<file path="src/rtl/quant_packer.sv">
// Packs the top Nq bits of each requantized 18-bit sample into a dense MSB-first
// stream of 32-bit words, buffered by a small first-word-fall-through word FIFO.
module quant_packer #(
    parameter int FIFO_DEPTH = 4
) (
    input  logic        clock,
    input  logic        reset,
    input  logic [4:0]  Nquant,
    input  logic [17:0] datain,
    input  logic        endatain,
    input  logic        flush,
    output logic [31:0] dataout,
    output logic        dataout_valid,
    input  logic        dataout_ready,
    output logic        overflow,
    output logic [5:0]  fill_level
);
    localparam int AW = (FIFO_DEPTH > 1) ? $clog2(FIFO_DEPTH) : 1;
    localparam int CW = AW + 1;

    logic [49:0]   acc_q, acc_d, acc_rem;
    logic [5:0]    fill_q, fill_d, fill_rem;
    logic          pend_q, pend_d;
    logic          overflow_q, overflow_d;

    logic [31:0]   mem [FIFO_DEPTH];
    logic [AW-1:0] wr_ptr_q, wr_ptr_d, rd_ptr_q, rd_ptr_d;
    logic [CW-1:0] count_q, count_d;
    logic [31:0]   head_q, head_d;
    logic          valid_q, valid_d;

    logic [4:0]    nq;
    logic [17:0]   samp;
    logic          fifo_full, pop, push_full, push_flush, push, accept;
    logic [31:0]   push_word;

    always_comb begin
        nq = Nquant;
        if (Nquant == 5'd0)
            nq = 5'd1;
        else if (Nquant > 5'd18)
            nq = 5'd18;
    end

    assign samp       = datain & ~(18'h3FFFF >> nq);
    assign fifo_full  = (count_q == CW'(FIFO_DEPTH));
    assign pop        = valid_q && dataout_ready;
    assign push_full  = (fill_q >= 6'd32) && !fifo_full;
    assign push_flush = pend_q && (fill_q != 6'd0) && (fill_q < 6'd32) && !fifo_full;
    assign push       = push_full || push_flush;
    // Bits below the fill point are always zero, so the residual word is already padded.
    assign push_word  = acc_q[49:18];

    always_comb begin
        acc_rem  = acc_q;
        fill_rem = fill_q;
        if (push_full) begin
            acc_rem  = acc_q << 32;
            fill_rem = fill_q - 6'd32;
        end else if (push_flush) begin
            acc_rem  = '0;
            fill_rem = 6'd0;
        end
    end

    assign accept = endatain && (fill_rem < 6'd32);

    always_comb begin
        acc_d      = acc_rem;
        fill_d     = fill_rem;
        overflow_d = overflow_q;
        pend_d     = pend_q;
        if (accept) begin
            acc_d  = acc_rem | ({samp, 32'd0} >> fill_rem);
            fill_d = fill_rem + {1'b0, nq};
        end
        if (endatain && !accept)
            overflow_d = 1'b1;
        // A sample landing on the clearing edge arrived while pending, so it stays pending.
        if (flush)
            pend_d = 1'b1;
        else if (pend_q && !accept && ((fill_q == 6'd0) || push_flush))
            pend_d = 1'b0;
    end

    always_comb begin
        count_d  = count_q + CW'(push) - CW'(pop);
        rd_ptr_d = rd_ptr_q + AW'(pop);
        wr_ptr_d = wr_ptr_q + AW'(push);
        valid_d  = (count_d != '0);
        head_d   = mem[rd_ptr_d];
        if (count_d == '0)
            head_d = '0;
        else if ((count_q == '0) || (pop && (count_q == CW'(1))))
            head_d = push_word;
    end

    always_ff @(posedge clock) begin
        if (push)
            mem[wr_ptr_q] <= push_word;
    end

    always_ff @(posedge clock or posedge reset) begin
        if (reset) begin
            acc_q      <= '0;
            fill_q     <= '0;
            pend_q     <= 1'b0;
            overflow_q <= 1'b0;
            wr_ptr_q   <= '0;
            rd_ptr_q   <= '0;
            count_q    <= '0;
            head_q     <= '0;
            valid_q    <= 1'b0;
        end else begin
            acc_q      <= acc_d;
            fill_q     <= fill_d;
            pend_q     <= pend_d;
            overflow_q <= overflow_d;
            wr_ptr_q   <= wr_ptr_d;
            rd_ptr_q   <= rd_ptr_d;
            count_q    <= count_d;
            head_q     <= head_d;
            valid_q    <= valid_d;
        end
    end

    assign dataout       = head_q;
    assign dataout_valid = valid_q;
    assign overflow      = overflow_q;
    assign fill_level    = fill_q;

endmodule
</file>
<file path="config.mk">
export PLATFORM = sky130hd
export DESIGN_NAME = quant_packer
export DESIGN_NICKNAME = d
export VERILOG_FILES = /design/src/rtl/quant_packer.sv
export SDC_FILE = /design/constraint.sdc
export NUM_CORES = 1
export LEC_CHECK = 0
export ABC_AREA = 1
export CORE_MARGIN = 5
export CORE_UTILIZATION = 64
export DETAILED_ROUTE_END_ITERATION = 12
export GPL_TIMING_DRIVEN = 0
export MAX_ROUTING_LAYER = met4
export PLACE_DENSITY = 0.85
export SLEW_MARGIN = 0
export SYNTH_ARGS = -nofsm -noshare
export SYNTH_HDL_FRONTEND = slang
export SYNTH_SLANG_ARGS = --single-unit
export TNS_END_PERCENT = 20
</file>
<file path="constraint.sdc">
create_clock -name clock -period 7.8 [get_ports clock]
set_input_delay 1.56 -clock clock [delete_from_list [all_inputs] [get_ports clock]]
set_output_delay 1.56 -clock clock [all_outputs]
set_load 0.1 [all_outputs]
</file>
* Yosys cells after proc, flatten, opt, wreduce, memory -nomap -nowiden
Memory sizes are Yosys's and may differ from the RTL's.
Cells that the tools add are included.
** Cells by class
- Add/subtract/negate cells :: 6
- Order comparisons :: 4
- Equal/unequal tests :: 2
- Shift operators :: 2
- Muxes and demuxes :: 14
- Bitwise operators :: 3
- Reduce and logical (&&, ||, !) cells :: 22
** Operators with widths (count)
- $mux W50 :: 3
- $mux W32 :: 2
- $or A50 B50 Y50 :: 1
- $shr A50 B6 Y50 :: 1
- $and A18 B18 Y18 :: 1
- $mux W6 :: 3
- $not A18 Y18 :: 1
- $shr A18 B5 Y18 const A :: 1
- $lt A6 B6 Y1 const B :: 2
- $logic_and A1 B1 Y1 :: 10
- $mux W5 :: 2
- $add A6 B5 Y6 :: 1
- $ge A6 B6 Y1 const B :: 1
- $logic_not A3 Y1 :: 2
- $logic_not A6 Y1 :: 1
- $reduce_bool A6 Y1 :: 1
- $sub A6 B6 Y6 const B :: 1
- $gt A5 B5 Y1 const B :: 1
- $logic_not A5 Y1 :: 1
- $add A2 B1 Y2 :: 2
- $mux W1 :: 4
- $add A3 B1 Y3 :: 1
- $eq A3 B1 Y1 const B :: 1
- $eq A3 B3 Y1 const B :: 1
- 5 further kinds :: 8
** Word-level totals
- Bits in registers :: 98
- Bits in writable memories :: 128
- Output and inout bits :: 40
- Word-level logic and storage cells :: 63
- Memories :: 1
** Memories
- mem :: words 4, width 32, read ports 1, clocked after memory_dff 0, write ports 1, RTL line 26 : logic [31:0] mem [FIFO_DEPTH];

* Logic depth before layout (Yosys ltp)
Gate-level depths: netlist of run 1.
- Depth in word-level cells :: 13
- Gate-level depth with buffers :: 17

* Worst setup path after synthesis of run 1
No wires, ideal clock.
- Path kind :: reg-to-reg
- Start :: reg fill_q[2] (netlist: fill_level[2])
- End :: mem mem[0][0], enable pin
- Arrival time :: 4.022 ns
- Data required time :: 7.339 ns
- Setup slack :: 3.317 ns
- Stages on the path, launching flop included :: 9
- Cells stage by stage :: dfrtp_1 -> nor2_1 -> nand3_1 -> nand2_2 -> inv_2 -> nor2_1 -> buf_2 -> buf_2 -> nor3_1
** Between the ends
- Word-level cells in the longest chain between the ends :: 7
- Elaborated cells between the ends (all ways) :: 10
** RTL lines
- start: declaration :: RTL line 22 : logic [5:0] fill_q, fill_d, fill_rem;
- start signal: assignment :: RTL line 116 : fill_q <= fill_d;
- branches (longest 4 deep; another with $lt A6 B6 Y1)
- $logic_or A1 B1 Y1 * :: RTL line 50 : assign push = push_full || push_flush;
- $mux W1 * :: RTL line 99 : if (push)
- $mux W1 (implied by the code) * :: RTL line 100 : mem[wr_ptr_q] <= push_word;
- end: declaration :: RTL line 26
Every way passes the cells marked *.

* Worst setup path in the final report of run 1
- Start :: reg count_q[1]
- End :: reg head_q[20] (netlist: dataout[20])
** Between the ends
- Word-level cells in the longest chain between the ends :: 8
- Elaborated cells between the ends (all ways) :: 14
** RTL lines
- start: declaration :: RTL line 28 : logic [CW-1:0] count_q, count_d;
- start signal: assignment :: RTL line 121 : count_q <= count_d;
- $eq A3 B3 Y1 :: RTL line 46 : assign fifo_full = (count_q == CW'(FIFO_DEPTH));
- $logic_not A1 Y1 :: RTL line 48, 49
- $logic_and A1 B1 Y1 (on tied branches) :: RTL line 48, 49
- $logic_or A1 B1 Y1 :: RTL line 50
- $add A3 B1 Y3 * :: RTL line 87 : count_d = count_q + CW'(push) - CW'(pop);
- $sub A3 B1 Y3 * :: RTL line 87
- via count_d[1] :: RTL line 28
- $logic_not A3 Y1 * :: RTL line 92 : if (count_d == '0)
- $mux W32 * :: RTL line 92
- via head_d[20] :: RTL line 29 : logic [31:0] head_q, head_d;
- end signal: assignment :: RTL line 112 : head_q <= '0;
- end signal: assignment :: RTL line 122 : head_q <= head_d;
- end: declaration :: RTL line 29
The timed path passes the listed nets; every way through them passes the cells marked *.
A chain may end at the register's enable or synchronous reset.

==> results of run 1 <==
## Yosys cell counts, types with 2 or more instances
cell type,number,area (um2)
clkbuf_1,23,86.3
buf_4,3,22.5
nand4_1,2,12.5
inv_2,6,22.5
nor2_2,3,18.8
nor3_1,8,40.0
nor2_4,2,22.5
nand3_2,4,40.0
fa_1,2,40.0
nand2_2,6,37.5
a211oi_1,3,22.5
o211ai_2,2,25.0
a21oi_1,68,340
nor2_1,32,120
mux2i_1,34,340
o22ai_1,4,25.0
edfxtp_1,128,3840
a21boi_0,2,15.0
buf_6,2,22.5
dfrtp_1,98,2450
inv_1,53,199
o21ai_0,43,215
o211ai_1,12,90.1
buf_1,2,7.51
mux2_2,30,338
xor2_1,3,26.3
ha_1,9,113
o21ai_1,11,55.1
o221ai_1,2,17.5
nand2_1,217,815
buf_2,22,110
a22oi_1,4,30.0
nand3_1,143,716
xnor2_1,3,26.3
o21bai_1,2,15.0
## kinds of logic (layout without fill, tap and decap cells)
family	Yosys count	in the layout	share of synthesized area, %
mux	64	64	6.52
simple gates	418	418	17.6
buf+inv	112	229	4.67
xor+xnor	6	6	0.505
fa+ha+maj	11	11	1.47
compound gates	160	160	8.73
flops	226	226	60.5
## path summary, 6_finish.rpt
| path | endpoint | slack (ns) | cells past startpoint |
|---|---|---|---|
| setup reg to reg | dataout[20]$_DFF_PP0_ | 2.96 | 16 |
| hold reg to reg | overflow$_DFFE_PP0P_ | 0.48 | 1 |
| hold / removal | overflow$_DFFE_PP0P_ | 0.48 | 1 |
| setup / recovery | dataout[20]$_DFF_PP0_ | 2.96 | 16 |
| max in group asynchronous | dataout[11]$_DFF_PP0_ | 5.67 | 3 |
| min in group asynchronous | pend_q$_DFFE_PP0P_ | 1.45 | 2 |
## layer usage
layer	wire, um	part of all wire (%)
met2	14000	50
met4	895	3.2
met3	2260	8.1
met1	10900	39
met5	0	0
## state kept, by name (all words and copies together), names as in the netlist
register,count
overflow,1
dataout,32
count_q,3
acc_q,50
wr_ptr_q,2
rd_ptr_q,2
dataout_valid,1
fill_level,6
pend_q,1
mem,128
## cell type report
| class | instances | area share (%) |
|---|---|---|
| flip-flops and latches | 226 | 51.5 |
| multi-input cells | 659 | 29.8 |
| repair buffers | 77 | 6.50 |
| clock buffers | 28 | 4.94 |
| well taps | 216 | 2.21 |
| plain buffers | 53 | 2.16 |
| inverters | 59 | 1.83 |
| clock inverters | 12 | 1.05 |
## critical path, stage by stage, from the launching register on
cell      delay (ns)
dfrtp_1         0.43
nor2_1          0.20
nand2_1         0.11
nand2_1         0.31
inv_1           0.18
nor2_1          0.22
buf_2           0.28
buf_2           0.29
ha_1            0.27
inv_1           0.06
ha_1            0.13
inv_1           0.05
fa_1            0.50
inv_1           0.06
nor3_1          0.88
clkbuf_1        0.56
a21oi_1         0.16
## metrics by stage
step / setup WS, ns / std cells / area (um2) / hold WS, ns / utilization, %
after floorplan: 3.32 / 997 / 10400 / 0.449 / -
after global placement: 1.83 / 1278 / 11300 / 0.463 / 71.0
after detailed placement: 2.84 / 1290 / 11500 / 0.467 / 72.1
after CTS: 3.05 / 1330 / 12200 / 0.482 / 76.7
after global routing: 2.71 / 1330 / 12200 / 0.508 / 76.7
final: 2.96 / 1330 / 12200 / 0.481 / 76.7
==> metrics.md, run 1 <==
| Metric | Value |
|---|---|
| Status | finished, final reports clean |
| CTS Buffer Depth | 3 |
| Unrepaired setup endpoints after global routing | no |
| Number of global-route vias before repair | a little over 8k |
| Layout cells sized above 1 | between 10% and 20% |
| Worst reg2reg startpoint | count_q[1]$_DFF_PP0_ |
| CTS hold repair buffers | 0 |
| DR vias/cell | around 6.1 |
| Most common cell after layout, fill and taps aside | nand2_1 |
| Most frequent cells in the layout | 217 x nand2_1, 143 x nand3_1, 128 x edfxtp_1 |
| Setup bufs post-CTS | 0 |
| Clk sinks | 226 |
| Post-DR wirelength/cell | between 20 and 25 um |
| Multi-input gate area | ~3600 um2 |
| Die width | approximately 140 um |
| N_diodes | 0 |
| Root buffer cell | clkbuf_16 |
| Nets | about 1.1k |
| # H-tree levels | 1 |
| HPWL Detailed | between 20,000 and 25,000 um |
| TritonCTS clock tree | built |
| Register area | 6300 um2 |
| IO Count | 68 |
| Kind of end point of the critical path | flip-flop |
| GRT Residual Overflow | 0 |
| Die Span Y | between 100 and 150 um |
| Synth Register Bits | approximately 230 |
| Worst slew margin | between 20% and 30% |
| Slew at the pin with the worst max-slew slack | ~1.1 ns |
| Met1 Use GR | 40.6% |
| Initial Util | 65.2% |
| CP Data Required Time | about 8.1 ns |
| Worst-path clk slew | approximately 0.060 ns |
| Port bufs | 65 |
| Distinct cell type count after synthesis | 44 |
| Fraction of registers with async set/reset | roughly 43% |
| Setup TNS | 0 ns |
| First-pass GRT wire length | approximately 44,000 um |
| Ys Warns | 0 |
| Slew Viols, Final | 0 |
| Initial drt markers | between 900 and 1k |
| Post-synthesis sequential area ratio | 60.5% |
| Total CTS buffers | 22 |
| Area grow syn2layout | 17.5% |
| Number of synthesized flops with an enable pin | approximately 130 |
| Via count | a little over 8k |
| Final setup fails | 0 |
| HP Class | reg2reg |
| # DRC | 0 |
| Crit-path max FO | 10 |
| Final period util | 62.1% |
| Fmax achieved | about 210 MHz |
| Fill cells | around 1.1k |
| Min cycle time layout | approximately 4.8 ns |
| Syn avg cell area | 10.4 um2 |
| Total die area | between 15,000 and 20,000 um2 |
| Clk_skew | 0.0120 ns |
| Dominant synthesized flop cell | edfxtp_1 |
| Final Hold Violating Endpoints | 0 |
| Post-Syn Instances | between 900 and 1k |
| Placer Congestion | about 0.99 |
| Tot GR Track Use | 31.2% |
| Crit start category | flip-flop |
| # Max-Cap Violations | 0 |
| Worst-skew pair later-pin latency | around 0.50 ns |
| Post-synth design cell area | 10,400 um2 |
| Core area | about 16,000 um2 |
| Final ANT Viol Nets | 0 |
| Met3 GRT Util | 4.02% |
| Initial antenna violation count | 0 |
| Critical Path Source | count_q[1]$_DFF_PP0_ |
| Router iterations before antenna repair | 7 |
| Arrival @ worst endpoint | between 5 and 6 ns |
| Site Rows | 46 |
| Hold Crit Start | overflow$_DFFE_PP0P_ |
| Setup CP Type | reg2reg |
| Top Usage Layer GRT | met2 |
| Met2 Use GR | roughly half |
| Largest net degree at the start of global routing | 62 |
| Syn nets | 1,036 |
| Final wirelength | 28,000 um |
| Cts repair resizes | 0 |
Power of run 1 is not shown: default switching activity piles up to over one toggle a cycle in this logic, so the estimate is an artifact.
==> run 2: changes to the inputs <==
--- a/config.mk
+++ b/config.mk
@@ -7,11 +7,11 @@
 export LEC_CHECK = 0
 export ABC_AREA = 1
 export CORE_MARGIN = 5
-export CORE_UTILIZATION = 64
+export CORE_UTILIZATION = 59
 export DETAILED_ROUTE_END_ITERATION = 12
 export GPL_TIMING_DRIVEN = 0
 export MAX_ROUTING_LAYER = met4
-export PLACE_DENSITY = 0.85
+export PLACE_DENSITY = 0.8
 export SLEW_MARGIN = 0
 export SYNTH_ARGS = -nofsm -noshare
 export SYNTH_HDL_FRONTEND = slang
==> constraint.sdc (replaced) <==
create_clock -name clock -period 4.8 [get_ports clock]
set_input_delay 0.96 -clock clock [delete_from_list [all_inputs] [get_ports clock]]
set_output_delay 0.96 -clock clock [all_outputs]
set_load 0.1 [all_outputs]
==> run 2 against run 1 <==
Compared with the run above:
- routed wire length fell by 2.2%
- global-route usage shrank 2.9 points
- clock skew rose by 0.0062 ns
- count of clock-buffer cells in the layout grew 4
- flip-flop and latch count did not move
- register-to-register slack got worse by 2.5 ns
- via count down 2.2%
- hold slack lost 0.0069 ns
- sequential share of layout area down 0.25 points
- worst setup slack worse by 2.5 ns
- utilization down 5.7 points
==> metrics.md, run 2 (synthesis results as in run 1) <==
| Metric | Value |
|---|---|
| Status | finished, final reports clean |
| Die Span Y | 143 um (+3.8%) |
| Worst slew margin | 32.3% (+5.6 points) |
| Worst-path clk slew | 0.06 ns (about the same) |
| Arrival @ worst endpoint | 4.68 ns (-0.50 ns) |
| Final wirelength | 27,400 um (-2.2%) |
| # H-tree levels | 1 (unchanged) |
| Crit-path max FO | 10 (unchanged) |
| CTS Buffer Depth | 3 (unchanged) |
| Setup CP Type | reg2reg |
| Initial Util | 60.1% (-5.1 points) |
| Via count | 7,968 (-2.2%) |
| Port bufs | 65 (unchanged) |
| Die width | 143 um (+3.8%) |
| Most frequent cells in the layout | 217 x nand2_1, 143 x nand3_1, 128 x edfxtp_1 |
| Max reg flops | 128 (unchanged) |
| Initial drt markers | 708 (-22%) |
| Crit start category | flip-flop |
| Hold WS | 0.474 ns (-0.00693 ns) |
| Initial antenna violation count | 0 (unchanged) |
| Total die area | 20,400 um2 (+7.8%) |
| Dpl cells | 1,300 (+0.78%) |
| CP Data Required Time | 5.15 ns (-2.99 ns) |
| Slew at the pin with the worst max-slew slack | 1.01 ns (-0.0792 ns) |
| Final ANT Viol Nets | 0 (unchanged) |
| Placer Congestion | 1.00 (+0.95%) |
| Clk_skew | 0.0183 ns (+0.00624 ns) |
| HP Class | reg2reg |
| Largest net degree at the start of global routing | 64 (+3.2%) |
| TritonCTS clock tree | built |
| Layout cells sized above 1 | 12.0% (+0.42 points) |
| Non-filler instance count after layout | 1,342 (+0.90%) |
| Root buffer cell | clkbuf_16 |
| N_diodes | 0 (unchanged) |
| Core area | 17,300 um2 (+8.5%) |
| # DRC | 0 (unchanged) |
| Site Rows | 48 (+4.3%) |
| Fmax achieved | 230 MHz (+12%) |
| Kind of end point of the critical path | flip-flop |
| DR vias/cell | 5.94 (-3.0%) |
| Clk sinks | 226 (unchanged) |
| Router iterations before antenna repair | 5 (-2) |
| Most common cell after layout, fill and taps aside | nand2_1 |
| Tot GR Track Use | 28.3% (-2.9 points) |
| Post-DR wirelength/cell | 20.4 um (-3.1%) |
| Min cycle time layout | 4.34 ns (-0.504 ns) |
| Area grow syn2layout | 18.1% |
| Final Hold Violating Endpoints | 0 (unchanged) |
| Final setup fails | 0 (unchanged) |
| Total CTS buffers | 23 (+4.5%) |
| Most flops, register | mem |
| HPWL Detailed | 19,700 um (-2.0%) |
| Number of global-route vias before repair | 7,995 (-0.97%) |
| Worst-skew pair later-pin latency | 0.51 ns (about the same) |
| CTS hold repair buffers | 0 (unchanged) |
| Slew Viols, Final | 0 (unchanged) |
| Post-layout util | 71.0% (-5.7 points) |
| IO Count | 68 (unchanged) |
| Final period util | 90.4% (+28 points) |
| First-pass GRT wire length | 43,700 um (-0.53%) |
| GRT Residual Overflow | 0 (unchanged) |
| Nets | 1,139 (+0.18%) |
| Unrepaired setup endpoints after global routing | no |
| # Max-Cap Violations | 0 (unchanged) |
[run 2: cell count changes in the layout (fill, tap and decap cells not counted)]
| cell | before | now |
|---|---|---|
| clkinv_4 | 0 | 1 |
| nor3_2 | 4 | 5 |
| buf_4 | 6 | 3 |
| nor3_1 | 4 | 3 |
| buf_6 | 9 | 13 |
| clkinv_1 | 7 | 2 |
| clkinvlp_4 | 1 | 0 |
| inv_6 | 0 | 2 |
| clkinv_2 | 1 | 2 |
| clkbuf_1 | 27 | 31 |
[run 2: worst max-delay path: stages (launching register included)]
cell and delay [ns]:
dfrtp_1 0.43, nor2_1 0.19, nand2_1 0.09, nand2_1 0.25, inv_1 0.17, nor2_1 0.21, buf_2 0.27, buf_2 0.30
ha_1 0.27, inv_1 0.05, ha_1 0.13, inv_1 0.05, fa_1 0.51, inv_1 0.06, nor3_2 0.54, clkbuf_1 0.50
a21oi_1 0.14
[run 2: worst paths after layout]
check	endpoint	startpoint	slack, ns	depth (start not counted)
max in group asynchronous	dataout[12]$_DFF_PP0_	reset	3.28	3
min in group asynchronous	pend_q$_DFFE_PP0P_	reset	0.85	2
max	dataout[20]$_DFF_PP0_	count_q[1]$_DFF_PP0_	0.46	16
max reg2reg	dataout[20]$_DFF_PP0_	count_q[1]$_DFF_PP0_	0.46	16
min reg2reg	overflow$_DFFE_PP0P_	overflow$_DFFE_PP0P_	0.47	1
min	overflow$_DFFE_PP0P_	overflow$_DFFE_PP0P_	0.47	1
[run 2: layout make-up]
cell class | count | area (um2)
clock buffer | 32 | 619
buffer | 53 | 264
tap | 225 | 282
fill | 1240 | 5010
multi-input combinational | 659 | 3650
sequential | 226 | 6300
clock inverter | 10 | 134
timing repair buffer | 78 | 817
inverter | 59 | 224
[run 2: repair_timing]
| action | in CTS | in global routing |
|---|---|---|
| endpoints found under the hold margin | 0 | 0 |
| buffers inserted | 0 | 0 |
| endpoints found under the setup margin | 0 | 30 |
| resized for setup | 0 | 1 |
[run 2: routing by layer]
layer | GRT usage, % | vias to the layer above | routed length, um
met5 | - | - | 0
met4 | 11.3 | 0 | 1060
met3 | 2.91 | 69 | 1810
met2 | 46.1 | 379 | 13600
met1 | 36.9 | 3818 | 11000
li1 | - | 3702 | -
[run 2: per-stage QoR]
stage / instance area, um2 / setup slack (ns) / setup TNS (ns)
floorplan: 10400 / 0.317 / 0
global placement: 11300 / -1.17 / -142.71
detailed placement: 11500 / 0.212 / 0
CTS: 12300 / 0.0779 / 0
global route: 12300 / 0.129 / 0
finish: 12300 / 0.460 / 0
Power of run 2 is left out for the same reason.
==> run 3: changes to the inputs <==
--- a/config.mk
+++ b/config.mk
@@ -6,12 +6,14 @@
 export NUM_CORES = 1
 export LEC_CHECK = 0
 export ABC_AREA = 1
+export CAP_MARGIN = 20
 export CORE_MARGIN = 5
 export CORE_UTILIZATION = 59
 export DETAILED_ROUTE_END_ITERATION = 12
 export GPL_TIMING_DRIVEN = 0
 export MAX_ROUTING_LAYER = met4
 export PLACE_DENSITY = 0.8
+export SKIP_LAST_GASP = 1
 export SLEW_MARGIN = 0
 export SYNTH_ARGS = -nofsm -noshare
 export SYNTH_HDL_FRONTEND = slang
==> run 3 against run 2 <==
Compared with the run above:
- worst setup slack got worse by 0.035 ns
- routed wire length is essentially flat
- hold slack better by 0.0011 ns
- clock skew fell by 0.0028 ns
- register-to-register slack worse by 0.04 ns
- non-clock buffer count stayed put
- final cell count is the same
- critical endpoint unchanged
==> metrics.md, run 3 (synthesis results as in run 1) <==
| Metric | Value |
|---|---|
| Final ANT Viol Nets | 0 (unchanged) |
| CP max-delay cell | nor3_2 |
| Status | finished, final reports clean |
| Critical Path Max Stage Delay | 0.53 ns (about the same) |
| Slew Viols, Final | 0 (unchanged) |
| CTS Buffer Depth | 3 (unchanged) |
| Tot GR Track Use | 27.9% (-0.36 points) |
| Final period util | 91.1% (+0.74 points) |
| CP Buf/Inv Count | 7 (unchanged) |
| First-pass GRT wire length | 43,200 um (-1.0%) |
| Post-DR wirelength/cell | 20.4 um (about the same) |
| # H-tree levels | 1 (unchanged) |
| Final Cell Area | 12,300 um2 (-0.24%) |
| Dpl ws | 0.214 ns (+0.00268 ns) |
| Cells along the critical path | nor2_1 > nand2_1 > nand2_1 > inv_1 > nor2_1 > buf_2 > buf_2 > ha_1 > inv_1 > ha_1 > inv_1 > fa_1 > inv_1 > nor3_2 > clkbuf_1 > a21oi_1 |
| Final Hold Violating Endpoints | 0 (unchanged) |
| WHS Path Cells | 1 (unchanged) |
| CTS hold repair buffers | 0 (unchanged) |
| Root buffer cell | clkbuf_16 |
| Via count | 8,017 (+0.61%) |
| Layout cells sized above 1 | 12.2% (+0.18 points) |
| DR vias/cell | 5.97 (+0.61%) |
| Cell family with most CP delay | buffers and inverters |
| Hold Crit Start | overflow$_DFFE_PP0P_ |
| Hold path endpoint | overflow$_DFFE_PP0P_ |
| Core area | 17,300 um2 (unchanged) |
| R2r setup slk | 0.43 ns (-0.04 ns) |
| Most common cell after layout, fill and taps aside | nand2_1 |
| Initial Util | 60.1% (unchanged) |
| Worst-skew pair later-pin latency | 0.51 ns (about the same) |
| Crit-path max FO | 10 (unchanged) |
| Clk_skew | 0.0155 ns (-0.00278 ns) |
| Nets | 1,139 (unchanged) |
| Worst-path clk slew | 0.06 ns (about the same) |
| Post-DP Area | 11,500 um2 (unchanged) |
| Slew at the pin with the worst max-slew slack | 1.02 ns (+0.00980 ns) |
| Number of global-route vias before repair | 8,000 (+0.063%) |
| Min cycle time layout | 4.37 ns (+0.0354 ns) |
| GRT Residual Overflow | 0 (unchanged) |
| Unrepaired setup endpoints after global routing | no |
| Max reg flops | 128 (unchanged) |
| TritonCTS clock tree | built |
| Die Span Y | 143 um (unchanged) |
| Most frequent cells in the layout | 217 x nand2_1, 143 x nand3_1, 128 x edfxtp_1 |
| Initial drt markers | 736 (+4.0%) |
| Cell repeated most along the worst path | inv_1 |
| Worst slew margin | 31.3% (-0.93 points) |
| # Max-Cap Violations | 0 (unchanged) |
| Most flops, register | mem |
| Worst r2r dst | dataout[20]$_DFF_PP0_ |
| Setup TNS | 0 ns (unchanged) |
| Port bufs | 65 (unchanged) |
| HP Class | reg2reg |
| Post-route worst setup slack | 0.425 ns (-0.0354 ns) |
| Register area | 6300 um2 (unchanged) |
| CP Data Required Time | 5.14 ns (about the same) |
| Total CTS buffers | 23 (unchanged) |
| Area grow syn2layout | 17.8% |
| Final wirelength | 27,400 um (about the same) |
| Setup CP Type | reg2reg |
| Fmax achieved | 229 MHz (-0.81%) |
| N_diodes | 0 (unchanged) |
| # DRC | 0 (unchanged) |
| Placer Congestion | 1.00 (unchanged) |
| Final setup fails | 0 (unchanged) |
| Kind of end point of the critical path | flip-flop |
| Hold WS | 0.475 ns (+0.00114 ns) |
| Reg2reg path depth | 16 (unchanged) |
| HPWL Detailed | 19,700 um (-0.25%) |
| Router iterations before antenna repair | 5 (unchanged) |
| Die width | 143 um (unchanged) |
| Largest net degree at the start of global routing | 64 (unchanged) |
| Site Rows | 48 (unchanged) |
| Fill cells | 1,243 (+0.24%) |
| Worst reg2reg startpoint | count_q[1]$_DFF_PP0_ |
| Clk sinks | 226 (unchanged) |
| Crit start category | flip-flop |
| Total die area | 20,400 um2 (unchanged) |
| Multi-input gate area | 3650 um2 (unchanged) |
| IO Count | 68 (unchanged) |
| Arrival @ worst endpoint | 4.71 ns (+0.03 ns) |
| Initial antenna violation count | 0 (unchanged) |
## run 3: worst reg2reg max path: stages, from the launching register on
cell      delay [ns]
dfrtp_1         0.43
nor2_1          0.19
nand2_1         0.10
nand2_1         0.27
inv_1           0.17
nor2_1          0.21
buf_2           0.27
buf_2           0.30
ha_1            0.27
inv_1           0.05
ha_1            0.13
inv_1           0.05
fa_1            0.51
inv_1           0.06
nor3_2          0.53
clkbuf_1        0.52
a21oi_1         0.16
## run 3: metal layers
metal / GRT usage, % / share of wire [%] / wire, um
met1: 36.1 / 41 / 11100
met2: 45.8 / 49 / 13500
met3: 3.35 / 6.6 / 1820
met4: 10.6 / 3.4 / 925
met5: - / 0 / 0
## run 3: worst max path at each step
stage / from / endpoint / slack [ns] / cells past startpoint
5_1_grt: count_q[1]$_DFF_PP0_ / dataout[20]$_DFF_PP0_ / 0.19 / 16
3_5_place_dp: count_q[1]$_DFF_PP0_ / dataout[20]$_DFF_PP0_ / 0.21 / 16
6_report: count_q[1]$_DFF_PP0_ / dataout[20]$_DFF_PP0_ / 0.43 / 16
3_3_place_gp: count_q[1]$_DFF_PP0_ / mem[2][14]$_DFFE_PP_ / -1.17 / 8
4_1_cts: count_q[1]$_DFF_PP0_ / dataout[20]$_DFF_PP0_ / 0.18 / 16
2_1_floorplan: fill_level[2]$_DFF_PP0_ / mem[0][0]$_DFFE_PP_ / 0.32 / 8
## run 3: cell type report
class / instances / area share (%)
well taps: 225 / 2.30
clock buffers: 33 / 5.25
clock inverters: 9 / 0.654
repair buffers: 78 / 6.67
multi-input cells: 659 / 29.8
inverters: 59 / 1.83
plain buffers: 53 / 2.15
flip-flops and latches: 226 / 51.4
## run 3: timing repair
| action | in CTS | in global routing |
|---|---|---|
| resized for setup | 0 | 1 |
| setup endpoints to repair | 0 | 23 |
| buffers inserted | 0 | 0 |
## run 3: through the flow
step	util, %	instances
final	70.8	1342
after global routing	70.8	1342
after CTS	70.8	1342
after detailed placement	66.6	1300
after global placement	65.5	1287
after floorplan	-	997
Power of run 3 is left out for the same reason.
